File: src/rtl/traffic_junction.sv
// rtl/traffic_junction.sv - two-road junction controller with demand latches, pedestrian phase and fault flash
//
// Purpose: sequences a main-road head, a side-road head and a pedestrian WALK
// lamp. Main green is held until side or pedestrian demand is latched after
// its minimum dwell. A pedestrian phase is inserted after either amber when
// requested. A fault forces both heads into amber flash.
//
// Ports:
//   clk       rising-edge clock
//   rst       asynchronous active-high reset
//   enable    0 freezes state, timer and outputs; demand latching and fault entry still act
//   side_req  side-road vehicle demand (level or pulse)
//   ped_req   pedestrian button (level or pulse)
//   fault     forces flash mode while high
//   main_rag  main head {red, amber, green}
//   side_rag  side head {red, amber, green}
//   ped_walk  WALK lamp
//   phase     current state code
module traffic_junction #(
  parameter int RA_T    = 2,
  parameter int GM_T    = 8,
  parameter int GS_T    = 6,
  parameter int AM_T    = 3,
  parameter int AR_T    = 1,
  parameter int PED_T   = 5,
  parameter int FLASH_T = 4,
  parameter int CNT_W   = 8
) (
  input  logic       clk,
  input  logic       rst,
  input  logic       enable,
  input  logic       side_req,
  input  logic       ped_req,
  input  logic       fault,
  output logic [2:0] main_rag,
  output logic [2:0] side_rag,
  output logic       ped_walk,
  output logic [3:0] phase
);

  typedef enum logic [3:0] {
    AR_M  = 4'd0,
    M_RA  = 4'd1,
    M_G   = 4'd2,
    M_AM  = 4'd3,
    AR_S  = 4'd4,
    S_RA  = 4'd5,
    S_G   = 4'd6,
    S_AM  = 4'd7,
    PED   = 4'd8,
    FLASH = 4'd9
  } state_e;

  localparam logic [2:0] LAMP_RED = 3'b100;
  localparam logic [2:0] LAMP_RA  = 3'b110;
  localparam logic [2:0] LAMP_GRN = 3'b001;
  localparam logic [2:0] LAMP_AMB = 3'b010;
  localparam logic [2:0] LAMP_OFF = 3'b000;

  state_e           state_q, state_d;
  logic [CNT_W-1:0] timer_q, timer_d;
  logic             side_lat_q, side_lat_d;
  logic             ped_lat_q, ped_lat_d;
  logic             ped_to_side_q, ped_to_side_d;  // PED was entered from M_AM, so exit to AR_S
  logic             flash_on_q, flash_on_d;        // amber half of the flash period
  logic             side_dem, ped_dem, at_end;

  // Final timer value of each state's dwell; in FLASH it marks a half-period.
  function automatic logic [CNT_W-1:0] last_tick(input state_e s);
    case (s)
      M_RA, S_RA: last_tick = CNT_W'(RA_T - 1);
      M_G:        last_tick = CNT_W'(GM_T - 1);
      S_G:        last_tick = CNT_W'(GS_T - 1);
      M_AM, S_AM: last_tick = CNT_W'(AM_T - 1);
      PED:        last_tick = CNT_W'(PED_T - 1);
      FLASH:      last_tick = CNT_W'(FLASH_T - 1);
      default:    last_tick = CNT_W'(AR_T - 1);
    endcase
  endfunction

  // A request arriving this cycle counts as demand at this edge, matching
  // the latch becoming visible from the same edge.
  assign side_dem = side_lat_q | side_req;
  assign ped_dem  = ped_lat_q | ped_req;
  assign at_end   = (timer_q == last_tick(state_q));

  always_comb begin
    state_d       = state_q;
    timer_d       = timer_q;
    flash_on_d    = flash_on_q;
    ped_to_side_d = ped_to_side_q;
    if (fault && state_q != FLASH) begin
      state_d    = FLASH;
      timer_d    = '0;
      flash_on_d = 1'b1;
    end else if (enable) begin
      if (state_q == FLASH) begin
        if (!fault) begin
          state_d = AR_M;
          timer_d = '0;
        end else if (at_end) begin
          timer_d    = '0;
          flash_on_d = ~flash_on_q;
        end else begin
          timer_d = timer_q + 1'b1;
        end
      end else if (state_q == M_G && at_end && !(side_dem || ped_dem)) begin
        timer_d = timer_q;  // main green held, timer saturated
      end else if (at_end) begin
        timer_d = '0;
        case (state_q)
          AR_M: state_d = M_RA;
          M_RA: state_d = M_G;
          M_G:  state_d = M_AM;
          M_AM: begin
            if (ped_dem) begin
              state_d       = PED;
              ped_to_side_d = 1'b1;
            end else begin
              state_d = AR_S;
            end
          end
          AR_S: state_d = S_RA;
          S_RA: state_d = S_G;
          S_G:  state_d = S_AM;
          S_AM: begin
            if (ped_dem) begin
              state_d       = PED;
              ped_to_side_d = 1'b0;
            end else begin
              state_d = AR_M;
            end
          end
          PED:     state_d = ped_to_side_q ? AR_S : AR_M;
          default: state_d = AR_M;
        endcase
      end else begin
        timer_d = timer_q + 1'b1;
      end
    end
  end

  // Clear on phase entry, then set, so a coincident request is retained.
  always_comb begin
    side_lat_d = side_lat_q;
    ped_lat_d  = ped_lat_q;
    if (state_d == S_G && state_q != S_G) side_lat_d = 1'b0;
    if (state_d == PED && state_q != PED) ped_lat_d = 1'b0;
    if (side_req) side_lat_d = 1'b1;
    if (ped_req)  ped_lat_d  = 1'b1;
    if (state_q == FLASH || state_d == FLASH) begin
      side_lat_d = 1'b0;
      ped_lat_d  = 1'b0;
    end
  end

  always_ff @(posedge clk or posedge rst) begin
    if (rst) begin
      state_q       <= AR_M;
      timer_q       <= '0;
      side_lat_q    <= 1'b0;
      ped_lat_q     <= 1'b0;
      ped_to_side_q <= 1'b0;
      flash_on_q    <= 1'b1;
    end else begin
      state_q       <= state_d;
      timer_q       <= timer_d;
      side_lat_q    <= side_lat_d;
      ped_lat_q     <= ped_lat_d;
      ped_to_side_q <= ped_to_side_d;
      flash_on_q    <= flash_on_d;
    end
  end

  always_comb begin
    main_rag = LAMP_RED;
    side_rag = LAMP_RED;
    ped_walk = 1'b0;
    case (state_q)
      M_RA:  main_rag = LAMP_RA;
      M_G:   main_rag = LAMP_GRN;
      M_AM:  main_rag = LAMP_AMB;
      S_RA:  side_rag = LAMP_RA;
      S_G:   side_rag = LAMP_GRN;
      S_AM:  side_rag = LAMP_AMB;
      PED:   ped_walk = 1'b1;
      FLASH: begin
        main_rag = flash_on_q ? LAMP_AMB : LAMP_OFF;
        side_rag = flash_on_q ? LAMP_AMB : LAMP_OFF;
      end
      default: ;
    endcase
  end

  assign phase = state_q;

endmodule

File: config.mk
export PLATFORM = sky130hd
export DESIGN_NAME = traffic_junction
export DESIGN_NICKNAME = d
export VERILOG_FILES = /design/src/rtl/traffic_junction.sv
export SDC_FILE = /design/constraint.sdc
export NUM_CORES = 1
export LEC_CHECK = 0
export ABC_AREA = 1
export CORE_MARGIN = 3
export CORE_UTILIZATION = 50
export CTS_CLUSTER_SIZE = 40
export DETAILED_ROUTE_END_ITERATION = 8
export GPL_TIMING_DRIVEN = 1
export HOLD_SLACK_MARGIN = 0.12
export PLACE_DENSITY = 0.73
export SETUP_SLACK_MARGIN = 0.4
export SYNTH_ARGS = -nofsm -noshare
export SYNTH_HDL_FRONTEND = slang
export SYNTH_SLANG_ARGS = --single-unit
File: constraint.sdc
create_clock -name clk -period 2.56 [get_ports clk]
set_clock_uncertainty 0.15 [all_clocks]
set_input_delay 0.256 -clock clk [delete_from_list [all_inputs] [get_ports clk]]
set_output_delay 0.256 -clock clk [all_outputs]
set_load 0.005 [all_outputs]
==> impl_results.md <==
* Slew HR at 0.589
* Post-DR vias/cell at between 5 and 6
* Share of layout cells above drive strength 1 at 0.349
* Antenna-violating nets left at 0
* Syn_nets at about 210
* Fill cells at between 150 and 200
* Outcome: finished, final reports clean
* Max-Cap Viols at 0
* Crit Path Max Fanout at 6
* Antenna Cells at 0
* Max VDD drop at slightly below 0.8 mV
* Initial DRC count at ~120
* Setup Viol. Count Final at 0
* Initial antenna violation count at 0
* Routed wire per std cell at approximately 15 um
* Setup_tns at 0 ps
* Cell count after synthesis at between 200 and 250
* Top delay family on crit path: simple AND/OR/NAND/NOR gates
* Delay of the slowest critical-path stage at 450 ps
* CTS buffer count at 3
* Max Clock Freq at roughly 0.44 GHz
* Clk sinks at 16
* Power per cell area at about 1200 nW/um2
* Htree depth at 1
* CTS Root Cell: clkbuf_4
* Number of vias in the routed layout at approximately 1600
* Worst-Skew Late Latency at approximately 300 ps
* # IOs at 17
* First-pass GRT wire length at about 6600 um
* Synth area leader: dfrtp_1
* Hold_buf cts at 0
* Detailed placement HPWL at ~2600 um
* FF+latch area at 407 um2
* Register area share after synthesis at 0.301
* Synth cell types at 30
* Static Leak at around 0.96 nW
* Total core area at 2500 um2
* Power, Total at ~2.2 mW
* Yosys reg bits at 16
* GRT Overall Usage at 0.256
* Share of the synthesized area in the top cell type at 0.282
* Worst min path class: input port to asynchronous set/reset pin
* Clock transition at path regs at about 110 ps
* Final period utilization at 0.886
* Worst setup EP type: flop
* Final Non-Filler Cells at about 270
* Area taken by multi-input logic gates at 926 um2
* Cell Area, Synth at 1330 um2
* Dominant cells by area after synthesis: dfrtp_1 (28%), nand2_1 (13%), nand3_1 (8.6%), inv_1 (8.2%), ha_1 (5.6%)
* Critical path launch point type: flop
* Global placement routability congestion at 0.922
* Number of remaining DRC errors at 0
* Largest net degree at the start of global routing at 17
* Grt total ovfl at 0
* Worst slew pin tran at slightly above 600 ps
* PortBufs at 16
* Longest Clk Path Bufs at 2
* Crit-path most repeated cell: nand2_1
* RSZ-0062 raised after global routing: yes
* Final Hold Viols at 0
* Standard-cell rows at 18
* Count of pins over their slew limit at 0
* TritonCTS clock tree: yes
* Leading cell types in the layout, fill and taps excluded: nand2_1 (36), inv_1 (24), nand3_1 (18), nor2_1 (18), buf_4 (16)
* Min Tclk post-route at 2270 ps
* Min Hold Slack at about 170 ps
* CP bufs+invs at 2
* Die span in y at 57.6 um
* Crit path DAT at ~2300 ps
* Die Footprint at between 3000 and 4000 um2
* Critical path class: flop to flop
* Post-Syn Area per Cell at around 6.6 um2
* Most common cell after layout, fill and taps aside: nand2_1
* Yosys warnings at 0
* Req. time, crit path at around 2600 ps
* Inst Count DP at around 250
* Vias in the first global route at approximately 1500
* Final nets at 251
* Starting Density at 0.533
* Worst-path cell chain: buf_6, ha_1, nor2_1, a21oi_1, nor3_2, nand4_1, nand3_1, nand2_1, nand2_2, nand2_1, inv_1, nand3_1, nand2_1, nor2_1
* Routed wire length at roughly 4100 um
* First drt pass iteration count at 4
* Slowest CP cell: dfrtp_2
* P&R area growth vs syn at 38.2%
* Die Span X at 57.6 um
==> cells in the mapped netlist (all sizes together) <==
cell type,count
and3,1
dfstp,1
buf,3
or2,4
a21oi,12
nand2,51
a21o,1
inv,36
nand3,27
nand4,4
nor3,5
ha,6
a31oi,1
dfrtp,15
o21ai,11
o21a,1
xor2,1
nor2,21
a21boi,1
==> routing by layer <==
layer	vias to the layer above	global-route usage	wire length [um]
li1	719	-	-
met1	736	0.327	1610
met2	82	0.408	2030
met3	18	0.0557	359
met4	0	0.129	106
met5	-	0	0
==> area by class of cell <==
class	count	share of cell area
multi-input combinational	148	0.503
clock buffer	4	0.0197
inverter	36	0.0761
sequential	16	0.221
tap	30	0.0204
timing repair buffer	34	0.160
==> state kept, by name (all words and copies together) (netlist names) <==
name / count
ped_lat_q: 1
timer_q: 8
ped_to_side_q: 1
side_lat_q: 1
flash_on_q: 1
phase: 4
==> logic make-up (layout without fill, tap and decap cells) <==
family / Yosys count / after routing / share of synthesized area
DFF: 16 / 16 / 0.301
adders and majority gates: 6 / 6 / 0.0563
AOI/OAI and AO/OA: 27 / 27 / 0.111
xor gates and xnor gates: 1 / 1 / 0.00657
buffers and inverters: 39 / 74 / 0.119
and+or+nand+nor: 113 / 114 / 0.406
==> where the power goes <==
part	leakage [nW]	internal, mW	total, mW	switching [mW]
Sequential	0.197	0.318	0.400	0.0812
Combinational	0.738	0.665	1.60	0.938
Clock	0.0210	0.0868	0.179	0.0917
==> per-stage QoR <==
stage                     utilization  instance area [um2]  setup slack (ps)
final                           0.737                 1840               293
after CTS                       0.703                 1760               366
after detailed placement        0.609                 1520               111
after global routing            0.737                 1840               120
after global placement          0.609                 1520               131
after floorplan                     -                 1330               439
==> final timing paths <==
kind	slack [ps]	start	to	cells past startpoint
max in group asynchronous	1660	rst	phase[0]$_DFF_PP0_	2
min in group clk	390	flash_on_q$_DFFE_PP1P_	flash_on_q$_DFFE_PP1P_	1
hold reg to reg	390	flash_on_q$_DFFE_PP1P_	flash_on_q$_DFFE_PP1P_	1
setup reg to reg	290	phase[1]$_DFF_PP0_	side_lat_q$_DFFE_PP0P_	14
hold / removal	170	rst	ped_lat_q$_DFFE_PP0P_	2
setup / recovery	290	phase[1]$_DFF_PP0_	side_lat_q$_DFFE_PP0P_	14
==> repair_timing <==
item	in CTS	in global routing
buffers inserted	11	5
gates cloned	1	0
resized for setup	39	21
pin swaps	11	7
setup endpoints to repair	19	18
Note: power is estimated with default switching activity, not from simulation.
